===== src/rtl/muldiv_unit_if.sv =====
// Request/response bundle for the multiply/divide unit.
// master: issues requests and consumes results (pipeline side).
// slave : the muldiv_unit itself.
// Signals: in_valid/in_ready/src1/src2/func3 request handshake, flush pipeline
// kill, out_valid/out_ready/result response handshake, busy status.
interface muldiv_unit_if #(
  parameter int unsigned XLEN = 32
);
  logic            in_valid;
  logic            in_ready;
  logic [XLEN-1:0] src1;
  logic [XLEN-1:0] src2;
  logic [2:0]      func3;
  logic            flush;
  logic            out_valid;
  logic            out_ready;
  logic [XLEN-1:0] result;
  logic            busy;

  modport master (
    output in_valid, src1, src2, func3, flush, out_ready,
    input  in_ready, out_valid, result, busy
  );

  modport slave (
    input  in_valid, src1, src2, func3, flush, out_ready,
    output in_ready, out_valid, result, busy
  );
endinterface


===== src/rtl/muldiv_unit.sv =====
// Iterative RISC-V M-extension unit: one op in flight, multi-cycle multiply
// and restoring radix-2 divide.
// Ports: clk, rst (async active-high), bus (muldiv_unit_if.slave) carrying
// the request handshake, flush, result handshake and busy.
module muldiv_unit #(
  parameter int unsigned XLEN       = 32,
  parameter int unsigned MUL_STAGES = 2
) (
  input  logic         clk,
  input  logic         rst,
  muldiv_unit_if.slave bus
);
  localparam int unsigned CW = $clog2(XLEN) + 1;
  localparam int unsigned PW = 2 * XLEN;

  typedef enum logic [1:0] {S_IDLE, S_MUL, S_DIV, S_DONE} state_e;

  state_e          state_q, state_d;
  logic [CW-1:0]   cnt_q, cnt_d;
  logic [2:0]      op_q, op_d;
  logic [XLEN-1:0] src1_q, src1_d;
  logic [XLEN-1:0] src2_q, src2_d;
  logic [XLEN-1:0] a_q, a_d;     // |src1|, becomes the quotient while dividing
  logic [XLEN-1:0] b_q, b_d;     // |src2|
  logic [XLEN-1:0] rem_q, rem_d;
  logic [XLEN-1:0] result_q, result_d;
  logic            in_ready_q, in_ready_d;
  logic            out_valid_q, out_valid_d;
  logic            busy_q, busy_d;

  // Operand signedness per func3: MULH s*s, MULHSU s*u, DIV/REM signed.
  function automatic logic sign1(input logic [2:0] f);
    return f[2] ? ~f[0] : (f[1] ^ f[0]);
  endfunction

  function automatic logic sign2(input logic [2:0] f);
    return f[2] ? ~f[0] : (f[1:0] == 2'b01);
  endfunction

  logic            neg1_in, neg2_in;
  logic [XLEN-1:0] mag1_in, mag2_in;
  logic            neg1_q, neg2_q;
  logic [PW-1:0]   prod_mag, prod;
  logic [XLEN-1:0] mul_res;
  logic [XLEN:0]   shifted, diff;
  logic            div_ge;
  logic            div_signed, div_zero, div_ovf;
  logic [XLEN-1:0] quo_fix, rem_fix;
  logic            first_div;

  // Magnitudes captured at accept so MUL and DIV share one unsigned datapath.
  always_comb begin
    neg1_in = sign1(bus.func3) & bus.src1[XLEN-1];
    neg2_in = sign2(bus.func3) & bus.src2[XLEN-1];
    mag1_in = neg1_in ? -bus.src1 : bus.src1;
    mag2_in = neg2_in ? -bus.src2 : bus.src2;
  end

  // Magnitude multiply with sign correction; MUL keeps low half, others high.
  always_comb begin
    neg1_q   = sign1(op_q) & src1_q[XLEN-1];
    neg2_q   = sign2(op_q) & src2_q[XLEN-1];
    prod_mag = PW'(a_q) * PW'(b_q);
    prod     = (neg1_q ^ neg2_q) ? -prod_mag : prod_mag;
    mul_res  = (op_q[1:0] == 2'b00) ? prod[XLEN-1:0] : prod[PW-1:XLEN];
  end

  // One restoring step: shift dividend bit into partial remainder, try subtract.
  always_comb begin
    shifted    = {rem_q, a_q[XLEN-1]};
    diff       = shifted - {1'b0, b_q};
    div_ge     = ~diff[XLEN];
    div_signed = ~op_q[0];
    div_zero   = (src2_q == '0);
    div_ovf    = div_signed && (src1_q == {1'b1, {(XLEN-1){1'b0}}}) && (src2_q == '1);
    quo_fix    = (div_signed && (src1_q[XLEN-1] ^ src2_q[XLEN-1])) ? -a_q : a_q;
    rem_fix    = (div_signed && src1_q[XLEN-1]) ? -rem_q : rem_q;
    first_div  = (cnt_q == CW'(XLEN));
  end

  // Next-state and registered-output logic.
  always_comb begin
    state_d  = state_q;
    cnt_d    = cnt_q;
    op_d     = op_q;
    src1_d   = src1_q;
    src2_d   = src2_q;
    a_d      = a_q;
    b_d      = b_q;
    rem_d    = rem_q;
    result_d = result_q;

    unique case (state_q)
      S_IDLE: begin
        if (bus.in_valid && !bus.flush) begin
          op_d   = bus.func3;
          src1_d = bus.src1;
          src2_d = bus.src2;
          a_d    = mag1_in;
          b_d    = mag2_in;
          rem_d  = '0;
          if (bus.func3[2]) begin
            state_d = S_DIV;
            cnt_d   = CW'(XLEN);
          end else begin
            state_d = S_MUL;
            cnt_d   = CW'(MUL_STAGES - 1);
          end
        end
      end
      S_MUL: begin
        if (cnt_q == '0) begin
          state_d  = S_DONE;
          result_d = mul_res;
        end else begin
          cnt_d = cnt_q - CW'(1);
        end
      end
      S_DIV: begin
        // Special cases resolve on the first DIV cycle from registered operands.
        if (first_div && div_zero) begin
          state_d  = S_DONE;
          cnt_d    = '0;
          result_d = op_q[1] ? src1_q : '1;
        end else if (first_div && div_ovf) begin
          state_d  = S_DONE;
          cnt_d    = '0;
          result_d = op_q[1] ? '0 : src1_q;
        end else if (cnt_q != '0) begin
          cnt_d = cnt_q - CW'(1);
          rem_d = div_ge ? diff[XLEN-1:0] : shifted[XLEN-1:0];
          a_d   = {a_q[XLEN-2:0], div_ge};
        end else begin
          state_d  = S_DONE;
          result_d = op_q[1] ? rem_fix : quo_fix;
        end
      end
      S_DONE: begin
        if (bus.out_ready) begin
          state_d = S_IDLE;
        end
      end
      default: state_d = S_IDLE;
    endcase

    // Flush wins over accept and over a result handshake.
    if (bus.flush) begin
      state_d = S_IDLE;
      cnt_d   = '0;
    end

    in_ready_d  = (state_d == S_IDLE);
    out_valid_d = (state_d == S_DONE);
    busy_d      = (state_d != S_IDLE);
  end

  always_ff @(posedge clk or posedge rst) begin
    if (rst) begin
      state_q     <= S_IDLE;
      cnt_q       <= '0;
      op_q        <= '0;
      src1_q      <= '0;
      src2_q      <= '0;
      a_q         <= '0;
      b_q         <= '0;
      rem_q       <= '0;
      result_q    <= '0;
      in_ready_q  <= 1'b1;
      out_valid_q <= 1'b0;
      busy_q      <= 1'b0;
    end else begin
      state_q     <= state_d;
      cnt_q       <= cnt_d;
      op_q        <= op_d;
      src1_q      <= src1_d;
      src2_q      <= src2_d;
      a_q         <= a_d;
      b_q         <= b_d;
      rem_q       <= rem_d;
      result_q    <= result_d;
      in_ready_q  <= in_ready_d;
      out_valid_q <= out_valid_d;
      busy_q      <= busy_d;
    end
  end

  assign bus.in_ready  = in_ready_q;
  assign bus.out_valid = out_valid_q;
  assign bus.result    = result_q;
  assign bus.busy      = busy_q;
endmodule


===== src/flat_wrapper.sv =====
// flat-port wrapper written by rule: the top's interface ports become plain ports
module muldiv_unit_flat 
#(
  parameter int unsigned XLEN       = 32,
  parameter int unsigned MUL_STAGES = 2
)
  (clk, rst, bus_in_valid, bus_src1, bus_src2, bus_func3, bus_flush, bus_out_ready, bus_in_ready, bus_out_valid, bus_result, bus_busy);
  muldiv_unit_if #(.XLEN(XLEN)) bus_i ();
  input  logic clk;
  input  logic rst;
  input wire logic [$bits(bus_i.in_valid)-1:0] bus_in_valid;
  input wire logic [$bits(bus_i.src1)-1:0] bus_src1;
  input wire logic [$bits(bus_i.src2)-1:0] bus_src2;
  input wire logic [$bits(bus_i.func3)-1:0] bus_func3;
  input wire logic [$bits(bus_i.flush)-1:0] bus_flush;
  input wire logic [$bits(bus_i.out_ready)-1:0] bus_out_ready;
  output wire logic [$bits(bus_i.in_ready)-1:0] bus_in_ready;
  output wire logic [$bits(bus_i.out_valid)-1:0] bus_out_valid;
  output wire logic [$bits(bus_i.result)-1:0] bus_result;
  output wire logic [$bits(bus_i.busy)-1:0] bus_busy;
  assign bus_i.in_valid = bus_in_valid;
  assign bus_i.src1 = bus_src1;
  assign bus_i.src2 = bus_src2;
  assign bus_i.func3 = bus_func3;
  assign bus_i.flush = bus_flush;
  assign bus_i.out_ready = bus_out_ready;
  assign bus_in_ready = bus_i.in_ready;
  assign bus_out_valid = bus_i.out_valid;
  assign bus_result = bus_i.result;
  assign bus_busy = bus_i.busy;
  muldiv_unit #(.XLEN(XLEN), .MUL_STAGES(MUL_STAGES)) u_core (.clk(clk), .rst(rst), .bus(bus_i));
endmodule

===== config.mk =====
export PLATFORM = sky130hd
export DESIGN_NAME = muldiv_unit_flat
export DESIGN_NICKNAME = d
export VERILOG_FILES = /design/src/rtl/muldiv_unit_if.sv /design/src/rtl/muldiv_unit.sv /design/src/flat_wrapper.sv
export SDC_FILE = /design/constraint.sdc
export NUM_CORES = 2
export LEC_CHECK = 0
export ABC_AREA = 1
export BUFFER_PORTS_ARGS = -buffer_cell sky130_fd_sc_hd__buf_2
export CELL_PAD_IN_SITES_DETAIL_PLACEMENT = 0
export CELL_PAD_IN_SITES_GLOBAL_PLACEMENT = 2
export CORE_MARGIN = 4
export CORE_UTILIZATION = 41
export DETAILED_ROUTE_END_ITERATION = 16
export PLACE_DENSITY = 0.95
export SLEW_MARGIN = 20
export SYNTH_ARGS = -nofsm -noshare
export SYNTH_HDL_FRONTEND = slang
export SYNTH_SLANG_ARGS = --single-unit

===== constraint.sdc =====
create_clock -name clk -period 12.1 [get_ports clk]
set_clock_uncertainty 0.1 [all_clocks]
set_input_delay 0.605 -clock clk [delete_from_list [all_inputs] [get_ports clk]]
set_output_delay 0.605 -clock clk [all_outputs]
set_load 0.005 [all_outputs]

# [Yosys cells after proc, flatten, opt, wreduce, memory -nomap -nowiden]
# Cells that the tools add are included.
# W data, S select, Z words.
[op_classes] addsub=7 multipliers=1 n_eq_ne=18 n_mux=46 bitwise_logic=11 n_reduce_logical=22
[ops] op="$mux W32" count=21
[ops] op="$pmux W32 S2" count=3
[ops] op="$neg A32 Y32" count=4
[ops] op="$eq A32 B32 Y1 const B" count=2
[ops] op="$mul A32 B32 Y64" count=1
[ops] op="$mux W64" count=1
[ops] op="$neg A64 Y64" count=1
[ops] op="$mux W6" count=7
[ops] op="$sub A33 B32 Y33" count=1
[ops] op="$logic_not A32 Y1" count=1
[ops] op="$pmux W6 S3" count=1
[ops] op="$mux W2" count=8
[ops] op="$pmux W2 S4" count=1
[ops] op="$logic_and A1 B1 Y1" count=7
[ops] op="$eq A2 B1 Y1 const B" count=3
[ops] op="$eq A2 B2 Y1 const B" count=3
[ops] op="$eq A6 B6 Y1 const B" count=1
[ops] op="$logic_not A2 Y1" count=3
[ops] op="$logic_not A6 Y1" count=1
[ops] op="$ne A2 B1 Y1 const B" count=3
[ops] op="$reduce_bool A2 Y1" count=3
[ops] op="$reduce_bool A6 Y1" count=1
[ops] op="$sub A6 B1 Y6 const B" count=1
[ops] op="$ne A5 B2 Y1 const B" count=1
[ops] op="14 further kinds" count=26
[word_totals] regBits=206 input_bits=72 output_inout_bits=35 elab_cells=117

# [Logic depth before layout (Yosys ltp)]
[depth] word_depth=9 depth_mapped=47 ltp_nobuf=45

# [Worst setup path after synthesis]
# Ideal clock, no wire load.
[synth_path] kind="register to register" start="register u_core.a_q[19]" end="register u_core.result_q[14], in the netlist u_core.bus.result[14]" setup_time_ns=0.117 arrival_time_ns=7.176 t_required_ns=11.883 path_slack_ns=4.707 stages_incl_launch_ff=37 path_buffers=2 period_less_slack_ns=7.393 path_cell_list="dfrtp_1 -> clkbuf_1 -> buf_1 -> nand2_1 -> fa_1 -> inv_1 -> fa_1 -> inv_1 -> fa_1 -> inv_1 -> fa_1 -> inv_1 -> fa_1 -> fa_1 -> fa_1 -> fa_1 -> inv_1 -> ha_1 -> nand2_1 -> nor2_1 -> inv_1 -> nor2_2 -> and2_1 -> nand2_1 -> nand2_1 -> nand2_1 -> nand2_2 -> inv_2 -> nor2_1 -> nand2_1 -> nor2_2 -> nand3_2 -> o21ai_4 -> and2_1 -> o21bai_1 -> nand2_1 -> nand2_1"
[synth_between] elab_chain_len=6
[synth_lines] item="start, declared" line="muldiv_unit.sv:23" text="logic [XLEN-1:0] a_q, a_d;"
[synth_lines] item="start signal, assigned" line="muldiv_unit.sv:164" text="a_q <= '0;"
[synth_lines] item="start signal, assigned" line="muldiv_unit.sv:177" text="a_q <= a_d;"
[synth_lines] item="$mul A32 B32 Y64 (*)" line="muldiv_unit.sv:63" text="prod_mag = PW'(a_q) * PW'(b_q);"
[synth_lines] item="$neg A64 Y64" line="muldiv_unit.sv:64" text="prod = (neg1_q ^ neg2_q) ? -prod_mag : prod_mag;"
[synth_lines] item="$mux W64 (*)" line="muldiv_unit.sv:64"
[synth_lines] item="$mux W32 (*)" line="muldiv_unit.sv:65" text="mul_res = (op_q[1:0] == 2'b00) ? prod[XLEN-1:0] : prod[PW-1:XLEN];"
[synth_lines] item="$mux W32 (*)" line="muldiv_unit.sv:112" text="if (cnt_q == '0) begin"
[synth_lines] item="$pmux W32 S2 (*)" line="muldiv_unit.sv:93" text="unique case (state_q)"
[synth_lines] item="end signal, assigned" line="muldiv_unit.sv:180" text="result_q <= result_d;"
[synth_lines] item="end, declared" line="muldiv_unit.sv:26" text="logic [XLEN-1:0] result_q, result_d;"
# Mark *: on every way between the ends. The rest lies on a longest branch, timed or not. The select of a mux whose other input is x is not followed.
# A chain may end at the register's enable or synchronous reset.

# [Worst setup path in the final report]
[layout_path] start="register u_core.a_q[16]" end="register u_core.result_q[9], in the netlist u_core.bus.result[9]"
# The elaborated chain is that of the path after synthesis.

==> results.ini <==
[outcome]
status=completed

[critical_path]
critical_path_class=reg -> reg
start_kind=flip-flop
crit_buf_inv=9
crit_fanout=27
arrival_ns=9.69
max_stage_delay_ns=0.53
critPathMostFrequentCell=fa_1
cp-end-kind=flip-flop
crit_family=adder cells
required_ns=12.49
cp_slowest_cell=fa_1

[synthesis]
synth_area_per_cell_um2=6.92
synth.cell_area_um2=53000
syn-num-nets=8943
synthArstFlopShare_pct=100
synthFlopType=dfrtp_1
yosysSeqAreaShare_pct=9.68
syn_inst=7665
synth.yosys.warnings=0
ys_ff_latch=205
synth_edf_count=0
synthDistinctLibCells=59

[routing]
vias_per_cell=5.11
num_vias=47400
dr.pass1.iters=6
drtIter0Drc=3864
ant_nets=0
top_layer=met5
wirelength_met1_um=84900
wl_met3_um=11200
routed_wl_um=185000
dr_wl_met2_um=84800
wl_per_cell_um=19.9
drc=0

[clock_network]
cts_tree=built
clock_sinks=205
post_cts_buffers=0
clkTransAtPathRegs_ns=0.07
numCtsBuffers=23
cts-root-buf=clkbuf_16
cts_hold_buffers=0
clockBufferDepth=3
htreeDepth=1
cts_resized=0
insertion_delay_ns=0.56

[placement]
portBuffers=106
dp_cells=9240
gp_congestion=0.973
dp_hpwl_um=150000

[sta]
fmax_mhz=108
timing.final.hold_violations=0
tightestPinTransition_ns=1.03
slew_headroom_pct=31.2
final.setup.tns_ns=0
rsz0062_at_grt=no
period_needed_ns=9.30
finalMaxSlewViolations=0
setup_viol=0
fin_crit_sh_pct=76.9

[cells_and_area]
area_delta_synth_final_pct=5.52
final_cell_mix=nand2_1 (2188), inv_1 (2043), fa_1 (897), nor2_1 (350), o21ai_0 (350)
final_cells=9280
layout.nets=8814
fillers=13500
layout-drive-gt1-share_pct=4.66
utilization_pct=43.7
n_antenna_cell=0
final_common_cell=nand2_1

[grt]
overflow=0
antenna_found_initial=2
grt_pass1_vias=48500
grt_pass1_wl_um=289000
grt_max_degree=107
gr-usage-all-layers_pct=27.3

[floorplan]
die_w_um=368
die_y_um=368
fp.dieArea_um2=135000
ioPinCount=107
start_util_pct=41.4
rows=131
design.core.area_um2=128000

[flow_run]
maxCapViolations=0

[worst_hold_path]
min_path_type=in -> async

==> flip-flops by register name, indices dropped and copies added, names as in the netlist <==
signal / cells
u_core.bus.busy: 1
u_core.state_q: 2
u_core.bus.result: 32
u_core.bus.out_valid: 1
u_core.cnt_q: 6
u_core.src1_q: 32
u_core.a_q: 32
u_core.bus.in_ready: 1
u_core.src2_q: 31
u_core.rem_q: 32
u_core.op_q: 3
u_core.b_q: 32
==> final cells by class <==
| cell class | instances | area [um2] | share of cell area, % |
|---|---|---|---|
| clock buffer | 27 | 621 | 1.11 |
| inverter | 2065 | 7760 | 13.9 |
| clock inverter | 13 | 228 | 0.407 |
| sequential | 205 | 5140 | 9.19 |
| multi-input combinational | 5043 | 38800 | 69.4 |
| timing repair buffer | 198 | 1220 | 2.18 |
| tap | 1729 | 2160 | 3.87 |
==> per-stage QoR <==
| step | instance area [um2] | hold slack [ns] | setup slack [ns] |
|---|---|---|---|
| final | 55900 | 0.116 | 2.80 |
| after global routing | 55900 | 0.173 | 2.53 |
| after CTS | 55900 | 0.120 | 2.89 |
| after detailed placement | 55100 | 0.364 | 2.95 |
| after global placement | 55100 | 0.367 | 2.91 |
| after floorplan | 53000 | 0.350 | 4.71 |
==> final timing paths <==
check / start / depth (start not counted) / slack, ns / to
max: u_core.a_q[16] / 33 / 2.80 / u_core.bus.result[9]
min: rst / 2 / 0.12 / u_core.cnt_q[1]
max reg2reg: u_core.a_q[16] / 33 / 2.80 / u_core.bus.result[9]
min reg2reg: u_core.bus.result[25] / 2 / 0.38 / u_core.bus.result[25]
max in group asynchronous: rst / 4 / 9.72 / u_core.b_q[25]
min in group clk: bus_src2[27] / 2 / 0.19 / u_core.b_q[27]
==> logic make-up (layout without fill, tap and decap cells) <==
| logic type | count (synthesis) | after routing | synth area share [%] |
|---|---|---|---|
| AOI/OAI and AO/OA | 743 | 743 | 7.59 |
| adders and majority gates | 1206 | 1206 | 41.2 |
| xor gates and xnor gates | 71 | 71 | 1.17 |
| and+or+nand+nor | 3023 | 3023 | 23.2 |
| DFF | 205 | 205 | 9.68 |
| buffers and inverters | 2417 | 2303 | 17.2 |
==> per-layer routing <==
layer  vias to the layer above  track usage (%)
met2                      1542             44.7
met4                         2             5.05
met3                       214             3.02
met1                     23600             39.5
li1                      22100                -
met5                         -                0
==> cell usage after synthesis (5+ instances only) <==
master    number  area [um2]
a21oi_1      255        1280
a221oi_1       7        61.3
a31oi_1       17         106
and2_1         9        56.3
buf_1         41         154
buf_2         14        70.1
buf_4          5        37.5
clkbuf_1     291        1090
clkinv_1       5        18.8
dfrtp_1      204        5100
fa_1         897       18000
ha_1         309        3870
inv_1       2046        7680
inv_2         13        48.8
nand2_1     2188        8210
nand2_2       20         125
nand3_1      212        1060
nand3_2        6        60.1
nand3b_1      16         120
nand4_1       65         407
nor2_1       352        1320
nor2_2        28         175
nor3_1        64         320
nor3_2         7        70.1
nor4_1        27         169
o211ai_1      20         150
o21ai_0      350        1750
o21ai_1       21         105
o21bai_1       7        52.6
o221ai_1      10        87.6
o22ai_1       19         119
o31ai_1       12        90.1
or2_2         15        93.8
xnor2_1       31         272
xor2_1        40         350
Power is left out: the tool's default activity adds up to more than one toggle a clock period on the data nets, which glitch-free logic cannot reach.
